`src/rtl/escalonador_escrita_regs_pkg.sv`:
```
// -----------------------------------------------------------------------------
// escalonador_escrita_regs_pkg
// Shared definitions for the register-file write scheduler:
//   - FSM state encoding of the write sequence (IDLE/SETUP/STROBE/HOLD)
//   - REG_ZERO, the hard-wired zero register index
//   - default address/data widths
//   - can_accept(): states in which a new writeback may be accepted
// -----------------------------------------------------------------------------
package escalonador_escrita_regs_pkg;

    localparam int DEF_ADDR_W = 5;
    localparam int DEF_DATA_W = 32;

    localparam logic [4:0] REG_ZERO = 5'h0;

    typedef enum logic [1:0] {
        ST_IDLE   = 2'd0,
        ST_SETUP  = 2'd1,
        ST_STROBE = 2'd2,
        ST_HOLD   = 2'd3
    } esc_state_t;

    // The write port is free in IDLE and in the last cycle of a sequence.
    function automatic logic can_accept(input esc_state_t s);
        return (s == ST_IDLE) || (s == ST_HOLD);
    endfunction

endpackage

```
`src/rtl/escalonador_escrita_regs_arbitro_rr2.sv`:
```
// -----------------------------------------------------------------------------
// arbitro_rr2
// Two-way round-robin arbiter. req[0] is the ALU, req[1] the load unit.
// A single requester always wins; with both requesting, the one that was not
// granted last wins. The pointer moves whenever advance is high (a grant was
// taken). After reset the pointer favours req[0].
// Ports:
//   clk, rst      clock / asynchronous active-high reset
//   req[1:0]      request vector
//   advance       a grant was consumed this cycle
//   grant[1:0]    one-hot (or zero) grant, combinational
// -----------------------------------------------------------------------------
module arbitro_rr2 (
    input  logic       clk,
    input  logic       rst,
    input  logic [1:0] req,
    input  logic       advance,
    output logic [1:0] grant
);

    // 1 when req[1] was granted most recently.
    logic last_mem;

    always_comb begin
        grant = 2'b00;
        case (req)
            2'b01:   grant = 2'b01;
            2'b10:   grant = 2'b10;
            2'b11:   grant = last_mem ? 2'b01 : 2'b10;
            default: grant = 2'b00;
        endcase
    end

    always_ff @(posedge clk or posedge rst) begin
        if (rst) begin
            last_mem <= 1'b1;
        end else if (advance) begin
            last_mem <= grant[1];
        end
    end

endmodule

```
`src/rtl/escalonador_escrita_regs.sv`:
```
// -----------------------------------------------------------------------------
// escalonador_escrita_regs
// Write-port scheduler for the 32x32 register file. Arbitrates between the ALU
// and load-unit writeback requesters (round robin), turns each accepted write
// into a setup / strobe / hold sequence on the file's edge-sensitive wr input,
// and keeps a per-register busy scoreboard for RAW hazard detection.
//
// Optional feature (macro ESC_FWD_EN): forwarding of the in-flight write to
// decode; while the write is in STROBE or HOLD a matching source sees
// fwd*_valid=1 and its hazard is suppressed. Without the macro the fwd outputs
// are tied to 0.
//
// Ports:
//   clk, rst                        clock / asynchronous active-high reset
//   alu_valid/rd/data, alu_ready    ALU writeback request
//   mem_valid/rd/data, mem_ready    load writeback request
//   issue_valid, issue_rd           destination of an issued instruction
//   rs1, rs2, hazard1, hazard2      decode sources and their hazard flags
//   rf_rd, rf_wr_data, rf_wr        register file write port
//   fwd1_valid, fwd2_valid, fwd_data  forwarding (ESC_FWD_EN)
// -----------------------------------------------------------------------------
module escalonador_escrita_regs
    import escalonador_escrita_regs_pkg::*;
#(
    parameter int DATA_W   = DEF_DATA_W,
    parameter int ADDR_W   = DEF_ADDR_W,
    parameter int NUM_REGS = 2 ** ADDR_W
) (
    input  logic              clk,
    input  logic              rst,
    input  logic              alu_valid,
    input  logic [ADDR_W-1:0] alu_rd,
    input  logic [DATA_W-1:0] alu_data,
    output logic              alu_ready,
    input  logic              mem_valid,
    input  logic [ADDR_W-1:0] mem_rd,
    input  logic [DATA_W-1:0] mem_data,
    output logic              mem_ready,
    input  logic              issue_valid,
    input  logic [ADDR_W-1:0] issue_rd,
    input  logic [ADDR_W-1:0] rs1,
    input  logic [ADDR_W-1:0] rs2,
    output logic              hazard1,
    output logic              hazard2,
    output logic [ADDR_W-1:0] rf_rd,
    output logic [DATA_W-1:0] rf_wr_data,
    output logic              rf_wr,
    output logic              fwd1_valid,
    output logic              fwd2_valid,
    output logic [DATA_W-1:0] fwd_data
);

    esc_state_t          state;
    logic [NUM_REGS-1:0] busy;
    logic [1:0]          grant;
    logic                hs_any;
    logic                start_seq;
    logic [ADDR_W-1:0]   hs_rd;
    logic [DATA_W-1:0]   hs_data;
    logic                raw1;
    logic                raw2;

    // Handshake: a transfer happens in any cycle where a requester's valid and
    // its ready are both high; rd/data are captured at that rising edge.
    // ready is combinational, only offered in IDLE/HOLD, and only to the
    // requester the arbiter grants, so at most one ready is high. Requesters
    // keep valid/rd/data stable until they see ready.
    arbitro_rr2 u_arbitro (
        .clk     (clk),
        .rst     (rst),
        .req     ({mem_valid, alu_valid}),
        .advance (hs_any),
        .grant   (grant)
    );

    assign alu_ready = can_accept(state) & grant[0];
    assign mem_ready = can_accept(state) & grant[1];
    assign hs_any    = alu_ready | mem_ready;
    assign hs_rd     = mem_ready ? mem_rd   : alu_rd;
    assign hs_data   = mem_ready ? mem_data : alu_data;

    // Writes to x0 are acknowledged but never reach the register file.
    assign start_seq = hs_any && (hs_rd != '0);

    // rf_wr is a register so the file's wr input sees a glitch-free pulse
    // with address/data already stable one cycle before and after.
    always_ff @(posedge clk or posedge rst) begin
        if (rst) begin
            state      <= ST_IDLE;
            rf_wr      <= 1'b0;
            rf_rd      <= '0;
            rf_wr_data <= '0;
        end else begin
            case (state)
                ST_IDLE, ST_HOLD: begin
                    if (start_seq) begin
                        state      <= ST_SETUP;
                        rf_rd      <= hs_rd;
                        rf_wr_data <= hs_data;
                    end else begin
                        state <= ST_IDLE;
                    end
                end
                ST_SETUP: begin
                    state <= ST_STROBE;
                    rf_wr <= 1'b1;
                end
                ST_STROBE: begin
                    state <= ST_HOLD;
                    rf_wr <= 1'b0;
                end
                default: begin
                    state <= ST_IDLE;
                    rf_wr <= 1'b0;
                end
            endcase
        end
    end

    // Scoreboard. The set is written after the clear so that a new producer
    // issued in the cycle the previous write retires keeps the register busy.
    always_ff @(posedge clk or posedge rst) begin
        if (rst) begin
            busy <= '0;
        end else begin
            if (state == ST_HOLD) begin
                busy[rf_rd] <= 1'b0;
            end
            if (issue_valid && (issue_rd != '0)) begin
                busy[issue_rd] <= 1'b1;
            end
        end
    end

    assign raw1 = (rs1 != '0) & busy[rs1];
    assign raw2 = (rs2 != '0) & busy[rs2];

`ifdef ESC_FWD_EN
    logic fwd_window;

    // The file has taken the data from STROBE onwards, so from then until the
    // sequence retires the latched value can be handed straight to decode.
    assign fwd_window = (state == ST_STROBE) || (state == ST_HOLD);
    assign fwd1_valid = fwd_window && (rf_rd != '0) && (rs1 == rf_rd);
    assign fwd2_valid = fwd_window && (rf_rd != '0) && (rs2 == rf_rd);
    assign fwd_data   = rf_wr_data;
    assign hazard1    = raw1 & ~fwd1_valid;
    assign hazard2    = raw2 & ~fwd2_valid;
`else
    assign fwd1_valid = 1'b0;
    assign fwd2_valid = 1'b0;
    assign fwd_data   = '0;
    assign hazard1    = raw1;
    assign hazard2    = raw2;
`endif

endmodule

```
`config.mk`:
```
export PLATFORM = sky130hd
export DESIGN_NAME = escalonador_escrita_regs
export DESIGN_NICKNAME = d
export VERILOG_FILES = /design/src/rtl/escalonador_escrita_regs_pkg.sv /design/src/rtl/escalonador_escrita_regs_arbitro_rr2.sv /design/src/rtl/escalonador_escrita_regs.sv
export SDC_FILE = /design/constraint.sdc
export NUM_CORES = 1
export LEC_CHECK = 0
export CORE_ASPECT_RATIO = 1.4
export CORE_MARGIN = 5
export CORE_UTILIZATION = 39
export CTS_CLUSTER_SIZE = 30
export DETAILED_ROUTE_END_ITERATION = 12
export HOLD_SLACK_MARGIN = 0.06
export PLACE_DENSITY_LB_ADDON = 0.25
export REMOVE_ABC_BUFFERS = 1
export SLEW_MARGIN = 20
export SYNTH_ARGS = -nofsm -noshare
export SYNTH_HDL_FRONTEND = slang
export SYNTH_SLANG_ARGS = --single-unit
```
`constraint.sdc`:
```
create_clock -name clk -period 3.5 [get_ports clk]
set_input_delay 1.05 -clock clk [delete_from_list [all_inputs] [get_ports clk]]
set_output_delay 1.05 -clock clk [all_outputs]
set_load 0.03 [all_outputs]
```
=== Word level (Yosys, flattened, before mapping) ===
Index checks and enable logic that the tools add are counted.

* Bitwise gates (word level): 8
* Equal/unequal tests: 6
* Reductions and logical operators: 13
* $lt $le $gt $ge: 6
* Multiplexer cells: 17

{| class="wikitable"
|+ Operators with widths
! cell !! count
|-
| two-way mux 32 bit || 3
|-
| AND 32 bit || 1
|-
| inverter 32 bit || 1
|-
| OR 32 bit || 1
|-
| < comparator 5 x 6 -> 1 bit, second input constant || 4
|-
| nonzero test 5 bit || 4
|-
| one-hot mux 2 bit (3 select lines) || 2
|-
| binary-select mux 1 bit (select 5 bit) || 2
|-
| demux 1 bit (select 5 bit) || 2
|-
| greater-or-equal comparator 5 x 1 -> 1 bit, second input constant || 2
|-
| equality test 2 bit, second input constant || 4
|-
| two-way mux 1 bit || 5
|-
| two-way mux 5 bit || 1
|-
| AND 1 bit || 4
|-
| equality test 2 x 1 -> 1 bit, second input constant || 2
|-
| logical AND 1 bit || 4
|-
| logical NOT 2 bit || 1
|-
| two-way mux 2 bit || 1
|-
| one-hot mux 1 bit (2 select lines) || 1
|-
| AND reduction 2 bit || 1
|-
| nonzero test 2 bit || 1
|-
| OR reduction 2 bit || 1
|-
| logical OR 1 bit || 1
|-
| OR 1 bit || 1
|}

* Flip-flop bits (word level): 73
* Output and inout bits: 76
* Logic and storage cells: 56
* Bits of input ports: 94

=== Logic depth before layout (Yosys ltp) ===
Gate-level depths: netlist (run 1).

* Depth after elaboration: 9
* Gate-level depth with buffers: 9
* Depth with buffers taken out: 8

=== Hierarchy ===
A second synthesis (run 1) with hierarchy kept.

* Cell total of the unflattened synthesis: 364
* Area total of the unflattened synthesis: 4171.5 µm²

{| class="wikitable"
|+ Modules (own cells, without submodules)
! module !! seq. area each (µm²) !! times used !! cells each !! area an instance (µm²)
|-
| escalonador_escrita_regs || 1776.7 || 1 || 358 || 4103.9
|-
| arbitro_rr2 || 26.3 || 1 || 6 || 67.6
|}

=== Worst setup path before layout (run 1) ===
Ideal clock, no wire load.

* Path kind: input port to output port
* Start: input port rs1[0]
* End: output port hazard1
* Required time: 2.450 ns
* Arrival time: 2.390 ns
* Cell stages on the path: 4
* Buffers on the path: 1
* Setup slack: 0.060 ns
* Cell sequence: buf_2 mux4_2 mux2i_1 o311ai_1

* Cells in the longest elaborated chain, start to end: 3

{| class="wikitable"
|+ Ends and longest elaborated chain
! element !! RTL line !! source
|-
| from (decl) || escalonador_escrita_regs.sv:41 || <nowiki>input logic [ADDR_W-1:0] rs1,</nowiki>
|-
| binary-select mux 1 bit (select 5 bit) || escalonador_escrita_regs.sv:135 || <nowiki>assign raw1 = (rs1 != '0) & busy[rs1];</nowiki>
|-
| two-way mux 1 bit (not written as such) || escalonador_escrita_regs.sv:135 ||
|-
| AND 1 bit * || escalonador_escrita_regs.sv:135 ||
|-
| to (decl) || escalonador_escrita_regs.sv:43 || <nowiki>output logic hazard1,</nowiki>
|}

Every way passes the cells marked *; elsewhere a longest branch is shown, timed or not. The select of a mux whose other input is x is not followed.

=== Final worst setup path (run 1) ===
* Start: input port rs2[0]
* End: output port hazard2

* Cells in the longest elaborated chain, start to end: 3

{| class="wikitable"
|+ Ends and longest elaborated chain
! element !! RTL line !! source
|-
| from (decl) || escalonador_escrita_regs.sv:42 || <nowiki>input logic [ADDR_W-1:0] rs2,</nowiki>
|-
| binary-select mux 1 bit (select 5 bit) || escalonador_escrita_regs.sv:136 || <nowiki>assign raw2 = (rs2 != '0) & busy[rs2];</nowiki>
|-
| two-way mux 1 bit (not written as such) || escalonador_escrita_regs.sv:136 ||
|-
| AND 1 bit * || escalonador_escrita_regs.sv:136 ||
|-
| to (decl) || escalonador_escrita_regs.sv:44 || <nowiki>output logic hazard2,</nowiki>
|}

Marked as above.

==> results of run 1 <==
[power breakdown]
group / internal [mW] / switching (mW)
Clock: 0.551 / 0.345
Sequential: 1.24 / 0.341
Combinational: 1.11 / 1.53
[through the flow]
stage                     util [%]  setup WS [ps]  setup TNS (ps)
final                         56.7           81.1               0
after global routing          56.7           14.6               0
after CTS                     56.5           3.14               0
after detailed placement      53.6           -950           -1770
after global placement        53.6           -877           -1650
after floorplan                  -          -41.9           -41.9
[cells by family (layout without fill, tap and decap cells)]
kind of cell             after synthesis  after routing  share of synthesized area [%]
flip-flops                            72             72                           44.4
AO/OA/AOI/OAI                        121            121                           17.5
AND/OR/NAND/NOR                      148            148                           16.3
buffers and inverters                 67            184                           10.4
other                                  1             34                         0.0924
adder cells (fa/ha/maj)                2              2                          0.617
multiplexers                          26             26                           10.6
[cells in the mapped netlist (6+ instances only)]
cell and number:
sky130_fd_sc_hd__a31oi_1 34, sky130_fd_sc_hd__buf_2 11, sky130_fd_sc_hd__buf_4 34, sky130_fd_sc_hd__nor2_1 37, sky130_fd_sc_hd__clkbuf_1 6, sky130_fd_sc_hd__o21ai_0 64
sky130_fd_sc_hd__mux2i_1 10, sky130_fd_sc_hd__nand3_1 10, sky130_fd_sc_hd__nand2_1 70, sky130_fd_sc_hd__inv_1 11, sky130_fd_sc_hd__nand3b_1 8, sky130_fd_sc_hd__or3_1 6
sky130_fd_sc_hd__dfrtp_1 71, sky130_fd_sc_hd__mux4_2 8
[area by class of cell]
type / instances / area (um^2) / share of cell area, %
multi-input cells: 331 / 1980 / 33.9
clock buffers: 9 / 225 / 3.86
flip-flops and latches: 72 / 1800 / 30.9
inverters: 12 / 45.0 / 0.772
repair buffers: 156 / 1540 / 26.3
well taps: 138 / 173 / 2.96
clock inverters: 7 / 72.6 / 1.24
[sequential cells by signal (all words and copies together), names as in the netlist]
name,flops
busy,31
rf_wr,1
rf_wr_data,32
state,2
u_arbitro.last_mem,1
rf_rd,5
[routing by layer]
metal	GRT usage, %	wire [um]	part of all wire (%)
met3	8.71	1320	11
met1	22.9	4390	35
met2	33.1	5990	48
met5	0	0	0
met4	15.4	826	6.6
[worst min path at each step]
stage | from | to | slack (ps) | cells past startpoint
after floorplan | u_arbitro.last_mem | u_arbitro.last_mem | 470 | 2
after global placement | u_arbitro.last_mem | u_arbitro.last_mem | 490 | 2
after detailed placement | u_arbitro.last_mem | u_arbitro.last_mem | 510 | 2
after CTS | u_arbitro.last_mem | u_arbitro.last_mem | 520 | 2
after global routing | u_arbitro.last_mem | u_arbitro.last_mem | 540 | 2
final | u_arbitro.last_mem | u_arbitro.last_mem | 510 | 2
[critical path, delay by kind of cell]
kind / cells / cell delay, ps
buffers and inverters: 2 / 280
AO/OA/AOI/OAI: 2 / 260
multiplexers: 2 / 770
[what timing repair did]
| item | CTS | global route |
|---|---|---|
| hold buffers | 0 | 0 |
| gates resized for setup | 40 | 13 |
| endpoints found under the hold margin | 0 | 0 |
| cloned | 0 | 1 |
| setup endpoints to repair | 2 | 2 |
| pin swaps | 2 | 4 |
==> metrics, run 1 <==
Port Buffer Count 135; clk sinks 72; worst setup skew after layout 5.97 ps; Setup Crit Path Kind in2out; vias around 3800; slew at the pin closest to its max-slew limit 502 ps; largest cells by area after synthesis sky130_fd_sc_hd__dfrtp_1 44%, sky130_fd_sc_hd__o21ai_0 7.9%, sky130_fd_sc_hd__nand2_1 6.5%; number of max-cap violations 0; Critical path origin rs2[0]; total non-filler cell area in the finished layout 5840 um^2; slack of the worst reg-to-reg path roughly 1400 ps; Residual DRC 0; number of antenna violations at the first check in global routing 0; total power of the final layout 5.11 mW; vias in the first global route 4073; Critical Path Sink Type output port; post-layout instance count excluding filler cells just over 700; Critical Path, Cell by Cell buf_6, mux4_2, mux2_2, a31oi_1, o311ai_1, buf_4; number of endpoints failing setup at the final stage 0; total count of max-transition violations in the final report 0; cell depth of the worst flop-to-flop path 9; global-route wire length before repair 20100 um; time the final worst path needs with I/O delays and setup 3420 ps; grt total ovfl 0; sequential cell area fraction in the yosys report 44.4%; clock insertion delay at the later pin of the skew report ~330 ps; Global Route Usage Sum between 20% and 30%; DIE AREA roughly 13000 um^2; number of enable-type register cells in the synthesized netlist 0; arrival time reported for the critical path endpoint 2370 ps; antenna cells 0; Starting Density around two fifths; IO Pins 170; worst-path maximum fanout 4; First DRT Iteration DRCs approximately 190; share of the cycle needed by the critical path after routing 97.7%; Final nets 678; outcome finished clean; Fin. Hold Viols 0; Area growth, synth to finish 43.9%; Syn Area/Cell 9.28 um^2; post-route ant nets 0; clock tree from TritonCTS yes; leakage component of the power around 2.3 nW; Min-Delay Path Class reg2reg; post-CTS setup buffer count 0; Synth Flop Type sky130_fd_sc_hd__dfrtp_1; fraction of synthesis flops using an asynchronous set or reset pin 100%; Placement Cell Area 5520 um^2; clk slew on worst S/H paths around 60 ps; end of the worst register-to-register path rf_rd[3]; most common library cell in the layout ignoring fill and taps sky130_fd_sc_hd__clkdlybuf4s50_1; capturing instance or port of the critical path hazard2; Data required, critical path 2450 ps; worst stage delay on the critical path 500 ps; drt pass-1 iters 4; dominant cell type by area after synthesis sky130_fd_sc_hd__dfrtp_1; Mapped Cells about 440; commonest non-fill, non-tap cells in the layout 125 x sky130_fd_sc_hd__clkdlybuf4s50_1, 71 x sky130_fd_sc_hd__dfrtp_1, 70 x sky130_fd_sc_hd__nand2_1, 64 x sky130_fd_sc_hd__o21ai_0, 36 x sky130_fd_sc_hd__nor2_1; total clock buffers created by CTS 9; Cell Count Post-Placement 708; site row count 44; Post-Synthesis Cell Area around 4100 um^2; top cell type's share of synthesized area 43.8%; worst rel slew slack 66.5%; detailed-route wire length around 13000 um; average wire per standard cell 17.3 um; final hold slack 511 ps; buffer cell driving the clock tree root sky130_fd_sc_hd__clkbuf_16; startpoint of the lowest-slack register-to-register path state[0]; buffer depth of the longest clock path 2; number of vias per cell after detailed routing 5.28; core area 10300 um^2; count of synthesis-stage warnings from yosys 0; maximum level of the CTS H-tree 3; pin count of the biggest net entering global routing 51; HPWL reported at the end of detailed placement 9860 um; total of flip-flops plus latches after synthesis 72; layout cells sized above 1 12.1%; Final GP Congestion 1.06; fmax 292 MHz; count of cell types in the netlist 43; die outline height 131 um; Critical Path Slowest Stage Cell sky130_fd_sc_hd__mux4_2; count of filler cells inserted in the layout between 900 and 1000; power density over the cells 876 nW/um^2; Die X-Extent 96.2 um; startpoint type of the worst setup path input port; maximum VDD drop 0.471 mV; setup repair after global routing missed its margin no
(Power assumes the default switching activity.)
==> run 2, diff against run 1 <==
--- a/config.mk
+++ b/config.mk
@@ -10,6 +10,7 @@
 export CORE_UTILIZATION = 39
 export CTS_CLUSTER_SIZE = 30
 export DETAILED_ROUTE_END_ITERATION = 12
+export DONT_BUFFER_PORTS = 1
 export HOLD_SLACK_MARGIN = 0.06
 export PLACE_DENSITY_LB_ADDON = 0.25
 export REMOVE_ABC_BUFFERS = 1
==> run 2 against run 1 <==
  * Via count fell by 14%
  * Largest cell class unchanged
  * Wire length fell by 10%
  * Sequential cell count did not move
  * Hold slack got worse by 2.2 ps
  * Cell count fell by 20%
  * Power fell by 13%
  * Final area fell by 26%
  * Core utilization fell by 14 points
==> metrics, run 2 (synthesis results as in run 1) <==
vias 3303 (-14%); Final nets 529 (-22%); clock insertion delay at the later pin of the skew report 330 ps (about the same); power density over the cells 1030 nW/um^2 (+17%); slack of the worst reg-to-reg path 1320 ps (-110 ps); core area 10300 um^2 (unchanged); arrival time reported for the critical path endpoint 2270 ps (-100 ps); slew at the pin closest to its max-slew limit 702 ps (+201 ps); DIE AREA 12600 um^2 (unchanged); Fin. Hold Viols 0 (unchanged); HPWL reported at the end of detailed placement 8590 um (-13%); largest register by flop count rf_wr_data; area of the multi-input gates 1950 um^2 (-1.3%); total clock buffers created by CTS 9 (unchanged); Starting Density 39.4% (unchanged); Final GP Congestion 0.831 (-22%); number of endpoints failing setup at the final stage 0 (unchanged); maximum VDD drop 0.512 mV (+8.8%); Port Buffer Count 0 (-100%); clk sinks 72 (unchanged); Critical Path Slowest Stage Cell sky130_fd_sc_hd__mux4_2; worst setup skew after layout 6.86 ps (+0.885 ps); Min-Delay Path Class reg2reg; clk slew on worst S/H paths 60 ps (about the same); cell depth of the worst flop-to-flop path 9 (unchanged); die outline height 131 um (unchanged); Area growth, synth to finish 7.13%; most common library cell in the layout ignoring fill and taps sky130_fd_sc_hd__dfrtp_1; count of filler cells inserted in the layout 1030 (+12%); Residual DRC 0 (unchanged); post-route ant nets 0 (unchanged); storage element area 1800 um^2 (unchanged); total count of max-transition violations in the final report 0 (unchanged); registers with the highest flip-flop counts rf_wr_data (32), busy (31), rf_rd (5); leakage component of the power 1.72 nW (-26%); First DRT Iteration DRCs 153 (-18%); worst-path maximum fanout 9 (+5); max FFs per register 32 (unchanged); outcome finished clean; maximum level of the CTS H-tree 3 (unchanged); Setup Crit Path Kind in2out; commonest non-fill, non-tap cells in the layout 71 x sky130_fd_sc_hd__dfrtp_1, 70 x sky130_fd_sc_hd__nand2_1, 64 x sky130_fd_sc_hd__o21ai_0, 37 x sky130_fd_sc_hd__nor2_1; pin count of the biggest net entering global routing 67 (+31%); site row count 44 (unchanged); startpoint type of the worst setup path input port; fmax 302 MHz (+3.1%); Cell Count Post-Placement 560 (-21%); average wire per standard cell 19.5 um (+13%); Die X-Extent 96.2 um (unchanged); layout cells sized above 1 9.59% (-2.5 points); IO Pins 170 (unchanged); worst stage delay on the critical path 460 ps (-40 ps); time the final worst path needs with I/O delays and setup 3320 ps (-104 ps); Critical Path Sink Type output port; Global Route Usage Sum 18.6% (-2.6 points); Data required, critical path 2450 ps (about the same); capturing instance or port of the critical path hazard2; Critical Path, Cell by Cell mux4_2, mux2_2, a31oi_1, o311ai_1, buf_4; global-route wire length before repair 17600 um (-13%); grt total ovfl 0 (unchanged); total power of the final layout 4.46 mW (-13%); worst rel slew slack 53.1% (-13 points); detailed-route wire length 11200 um (-10%); vias in the first global route 3358 (-18%); buffer cell driving the clock tree root sky130_fd_sc_hd__clkbuf_16; Critical path origin rs2[2]; number of antenna violations at the first check in global routing 1 (+1); end of the worst register-to-register path rf_rd[0]; post-layout instance count excluding filler cells 577 (-20%); setup repair after global routing missed its margin no; total negative slack 0 ps (unchanged); clock tree from TritonCTS yes; total non-filler cell area in the finished layout 4350 um^2 (-26%); startpoint of the lowest-slack register-to-register path state[0]; share of the cycle needed by the critical path after routing 94.7% (-3.0 points); number of buffers inserted for hold repair after clock tree synthesis 0 (unchanged); number of max-cap violations 0 (unchanged); number of vias per cell after detailed routing 5.72 (+8.5%); Placement Cell Area 4040 um^2 (-27%); drt pass-1 iters 4 (unchanged); post-CTS setup buffer count 0 (unchanged); number of gates resized after cts 0 (-100%); buffer depth of the longest clock path 2 (unchanged)
==> run 2: worst min path at each step <==
stage,start,end,slack (ps),cells past startpoint
after floorplan,u_arbitro.last_mem,u_arbitro.last_mem,470,2
after global placement,u_arbitro.last_mem,u_arbitro.last_mem,490,2
after detailed placement,u_arbitro.last_mem,u_arbitro.last_mem,490,2
after CTS,u_arbitro.last_mem,u_arbitro.last_mem,520,2
after global routing,u_arbitro.last_mem,u_arbitro.last_mem,550,2
final,u_arbitro.last_mem,u_arbitro.last_mem,510,2
==> run 2: cell type report <==
type                            count  share of cell area (%)
Antenna cell                        1                  0.0576
Clock buffer                        9                    5.18
Clock inverter                      7                    1.79
Inverter                           12                    1.04
Multi-Input combinational cell    331                    45.0
Sequential cell                    72                    41.5
Tap cell                          138                    3.97
Timing Repair Buffer                7                    1.50
==> run 2: layer usage <==
layer | global-route usage, % | up-vias | routed length (um)
met5 | 0 | - | 0
met4 | 11.1 | 0 | 416
met3 | 6.30 | 34 | 1180
met2 | 29.1 | 205 | 5380
met1 | 21.9 | 1565 | 4250
li1 | - | 1499 | -
==> run 2: per-stage QoR <==
step	setup WS, ps	util (%)	hold WS, ps
floorplan	-41.9	-	468
global placement	219	39.2	488
detailed placement	198	39.2	492
CTS	198	42.2	521
global route	117	42.2	554
finish	185	42.2	509
==> run 2: power by group <==
part	switching, mW	leakage, nW	internal [mW]
clock network	0.368	0.147	0.559
logic	0.900	0.804	0.579
registers	0.826	0.771	1.23
==> run 2: critical path: cells and delay by family <==
kind	cells	cell delay, ps
buf+inv	1	190
compound gates	2	290
mux	2	730
==> run 3, diff against run 2 <==
--- a/config.mk
+++ b/config.mk
@@ -14,7 +14,7 @@
 export HOLD_SLACK_MARGIN = 0.06
 export PLACE_DENSITY_LB_ADDON = 0.25
 export REMOVE_ABC_BUFFERS = 1
-export SLEW_MARGIN = 20
+export SLEW_MARGIN = 10
 export SYNTH_ARGS = -nofsm -noshare
 export SYNTH_HDL_FRONTEND = slang
 export SYNTH_SLANG_ARGS = --single-unit
==> constraint.sdc (replaced) <==
create_clock -name clk -period 4.1 [get_ports clk]
set_input_delay 1.23 -clock clk [delete_from_list [all_inputs] [get_ports clk]]
set_output_delay 1.23 -clock clk [all_outputs]
set_load 0.03 [all_outputs]
==> run 3 against run 2 <==
  * Sequential cell count unchanged
  * Global-route usage increased by 0.26 points
  * First-iteration DRC count fell by 39%
  * Clock skew decreased by 1.7 ps
  * Wire length up 0.48%
  * Highest routed layer unchanged
  * Sequential share of layout area is 0.17 points higher
  * Final area decreased by 0.40%
  * Clock power fell by 17%
  * Non-clock buffer count unchanged
  * Via count shrank 1.2%
  * Critical path type unchanged
  * Core utilization shrank 0.17 points
==> metrics, run 3 (synthesis results as in run 1) <==
outcome finished clean; average wire per standard cell 19.6 um (+0.66%); worst stage delay on the critical path 480 ps (+20 ps); Port Buffer Count 0 (unchanged); HPWL reported at the end of detailed placement 8790 um (+2.4%); commonest non-fill, non-tap cells in the layout 71 x sky130_fd_sc_hd__dfrtp_1, 70 x sky130_fd_sc_hd__nand2_1, 64 x sky130_fd_sc_hd__o21ai_0, 37 x sky130_fd_sc_hd__nor2_1; total clock buffers created by CTS 9 (unchanged); Min-Delay Path Depth 2 (unchanged); Reg power frac 46.4% (+0.3 points); pin count of the biggest net entering global routing 65 (-3.0%); logic gate share of total power 33.2% (about the same); Data required, critical path 2870 ps (+420 ps); worst rel slew slack 38.7% (-14 points); share of the cycle needed by the critical path after routing 89.6%; family with the most delay on the worst path multiplexers; net load switching power 1.76 mW (-16%); Setup Crit Path Kind in2out; Die X-Extent 96.2 um (unchanged); startpoint of the lowest-slack register-to-register path state[0]; Global Route Usage Sum 18.9% (+0.26 points); vias in the first global route 3378 (+0.60%); First DRT Iteration DRCs 94 (-39%); number of vias per cell after detailed routing 5.67 (-0.98%); switching portion of total power 46.5% (-0.37 points); antenna cells 0 (-1); Critical Path Sink Type output port; Final GP Congestion 0.912 (+9.8%); clock insertion delay at the later pin of the skew report 330 ps (about the same); Min-Delay Path Class reg2reg; maximum level of the CTS H-tree 3 (unchanged); total negative slack 0 ps (unchanged); clk sinks 72 (unchanged); total non-filler cell area in the finished layout 4330 um^2 (-0.40%); power density over the cells 876 nW/um^2 (-15%); buffer cell driving the clock tree root sky130_fd_sc_hd__clkbuf_16; number of antenna violations at the first check in global routing 0 (-1); arrival time reported for the critical path endpoint 2440 ps (+170 ps); storage element area 1800 um^2 (unchanged); Internal Pwr Total 2.03 mW (-14%); met2 WL post-DR 5600 um (+4.2%); met3 wirelength from detailed routing 1220 um (+3.2%); Area growth, synth to finish 6.69%; Critical Path, Cell by Cell mux4_2, mux2_2, a31oi_1, o311ai_1, buf_4; drt pass-1 iters 4 (unchanged); Fin. Hold Viols 0 (unchanged); capture endpoint of the worst hold path u_arbitro.last_mem; part of the total power dissipated in the clock network 20.4% (-0.4 points); detailed-route wire length 11300 um (+0.48%); leakage component of the power 1.72 nW (-0.39%); number of endpoints failing setup at the final stage 0 (unchanged); CP bufs+invs 1 (unchanged); cell depth of the worst flop-to-flop path 9 (unchanged); count of filler cells inserted in the layout 1049 (+1.8%); worst-path maximum fanout 8 (-1); global-route wire length before repair 17800 um (+1.3%); largest register by flop count rf_wr_data; die outline height 131 um (unchanged); buffer depth of the longest clock path 2 (unchanged); clock tree from TritonCTS yes; registers with the highest flip-flop counts rf_wr_data (32), busy (31), rf_rd (5); number of buffers inserted for hold repair after clock tree synthesis 0 (unchanged); met1 wire length 3980 um (-6.3%); Starting Density 39.4% (unchanged); post-route ant nets 0 (unchanged); top layer reached by signal wires met4; Critical Path Slowest Stage Cell sky130_fd_sc_hd__mux4_2; worst setup skew after layout 5.12 ps (-1.74 ps); start point of the worst min-delay path u_arbitro.last_mem; time the final worst path needs with I/O delays and setup 3670 ps; Final nets 529 (unchanged); number of max-cap violations 0 (unchanged); setup repair after global routing missed its margin no; area of the multi-input gates 1950 um^2 (unchanged); DIE AREA 12600 um^2 (unchanged); max FFs per register 32 (unchanged); Residual DRC 0 (unchanged); Placement Cell Area 4030 um^2 (-0.31%); site row count 44 (unchanged); number of gates resized after cts 0 (unchanged); most common library cell in the layout ignoring fill and taps sky130_fd_sc_hd__dfrtp_1; IO Pins 170 (unchanged); total count of max-transition violations in the final report 0 (unchanged); post-CTS setup buffer count 0 (unchanged); clk slew on worst S/H paths 50 ps (about the same); maximum VDD drop 0.429 mV (-16%); slack of the worst reg-to-reg path 1910 ps (+590 ps); startpoint type of the worst setup path input port; grt total ovfl 0 (unchanged); slew at the pin closest to its max-slew limit 919 ps (+217 ps); fmax 272 MHz; core area 10300 um^2 (unchanged); layout cells sized above 1 9.36% (-0.23 points); end of the worst register-to-register path rf_rd[0]; vias 3265 (-1.2%)
run 3: worst max path at each step:
stage	startpoint	endpoint	slack (ps)	depth (start not counted)
floorplan	alu_valid	mem_ready	200	3
global placement	rs2[0]	hazard2	460	5
detailed placement	rs2[0]	hazard2	420	5
CTS	rs2[0]	hazard2	410	5
global route	rs2[0]	hazard2	370	5
finish	rs2[0]	hazard2	430	5
run 3: final cells by class:
class	count	area share (%)
clock inverters	5	1.30
multi-input cells	331	45.2
flip-flops and latches	72	41.7
repair buffers	7	1.21
well taps	138	3.99
clock buffers	11	5.61
inverters	12	1.07
run 3: power groups by stage:
stage | combinational [mW] | sequential, mW | clock [mW]
6_report | 1.26 | 1.76 | 0.773
5_1_grt | 1.43 | 1.80 | 0.824
4_1_cts | 1.27 | 1.76 | 0.801
3_5_place_dp | 1.28 | 1.77 | 0
3_3_place_gp | 1.23 | 1.77 | 0
2_1_floorplan | 1.01 | 1.61 | 0
run 3: tightest hold or removal path, stage by stage (launching register included):
cell and delay [ps]:
sky130_fd_sc_hd__dfstp_2 370, sky130_fd_sc_hd__nand2_1 40, sky130_fd_sc_hd__o21ai_0 70
run 3: stage by stage:
step	util (%)	total power, mW	hold slack (ps)	worst slack [ps]	instances
6_report	42.0	3.79	499	427	576
5_1_grt	42.0	4.06	526	374	576
4_1_cts	42.0	3.83	503	414	576
3_5_place_dp	39.1	3.05	494	419	560
3_3_place_gp	39.1	3.00	481	461	560
2_1_floorplan	-	2.62	468	198	415
run 3: per-layer routing:
metal	vias up	global-route usage (%)
met5	-	0
met4	0	10.9
met3	35	7.22
met2	188	30.5
met1	1550	21.0
li1	1492	-
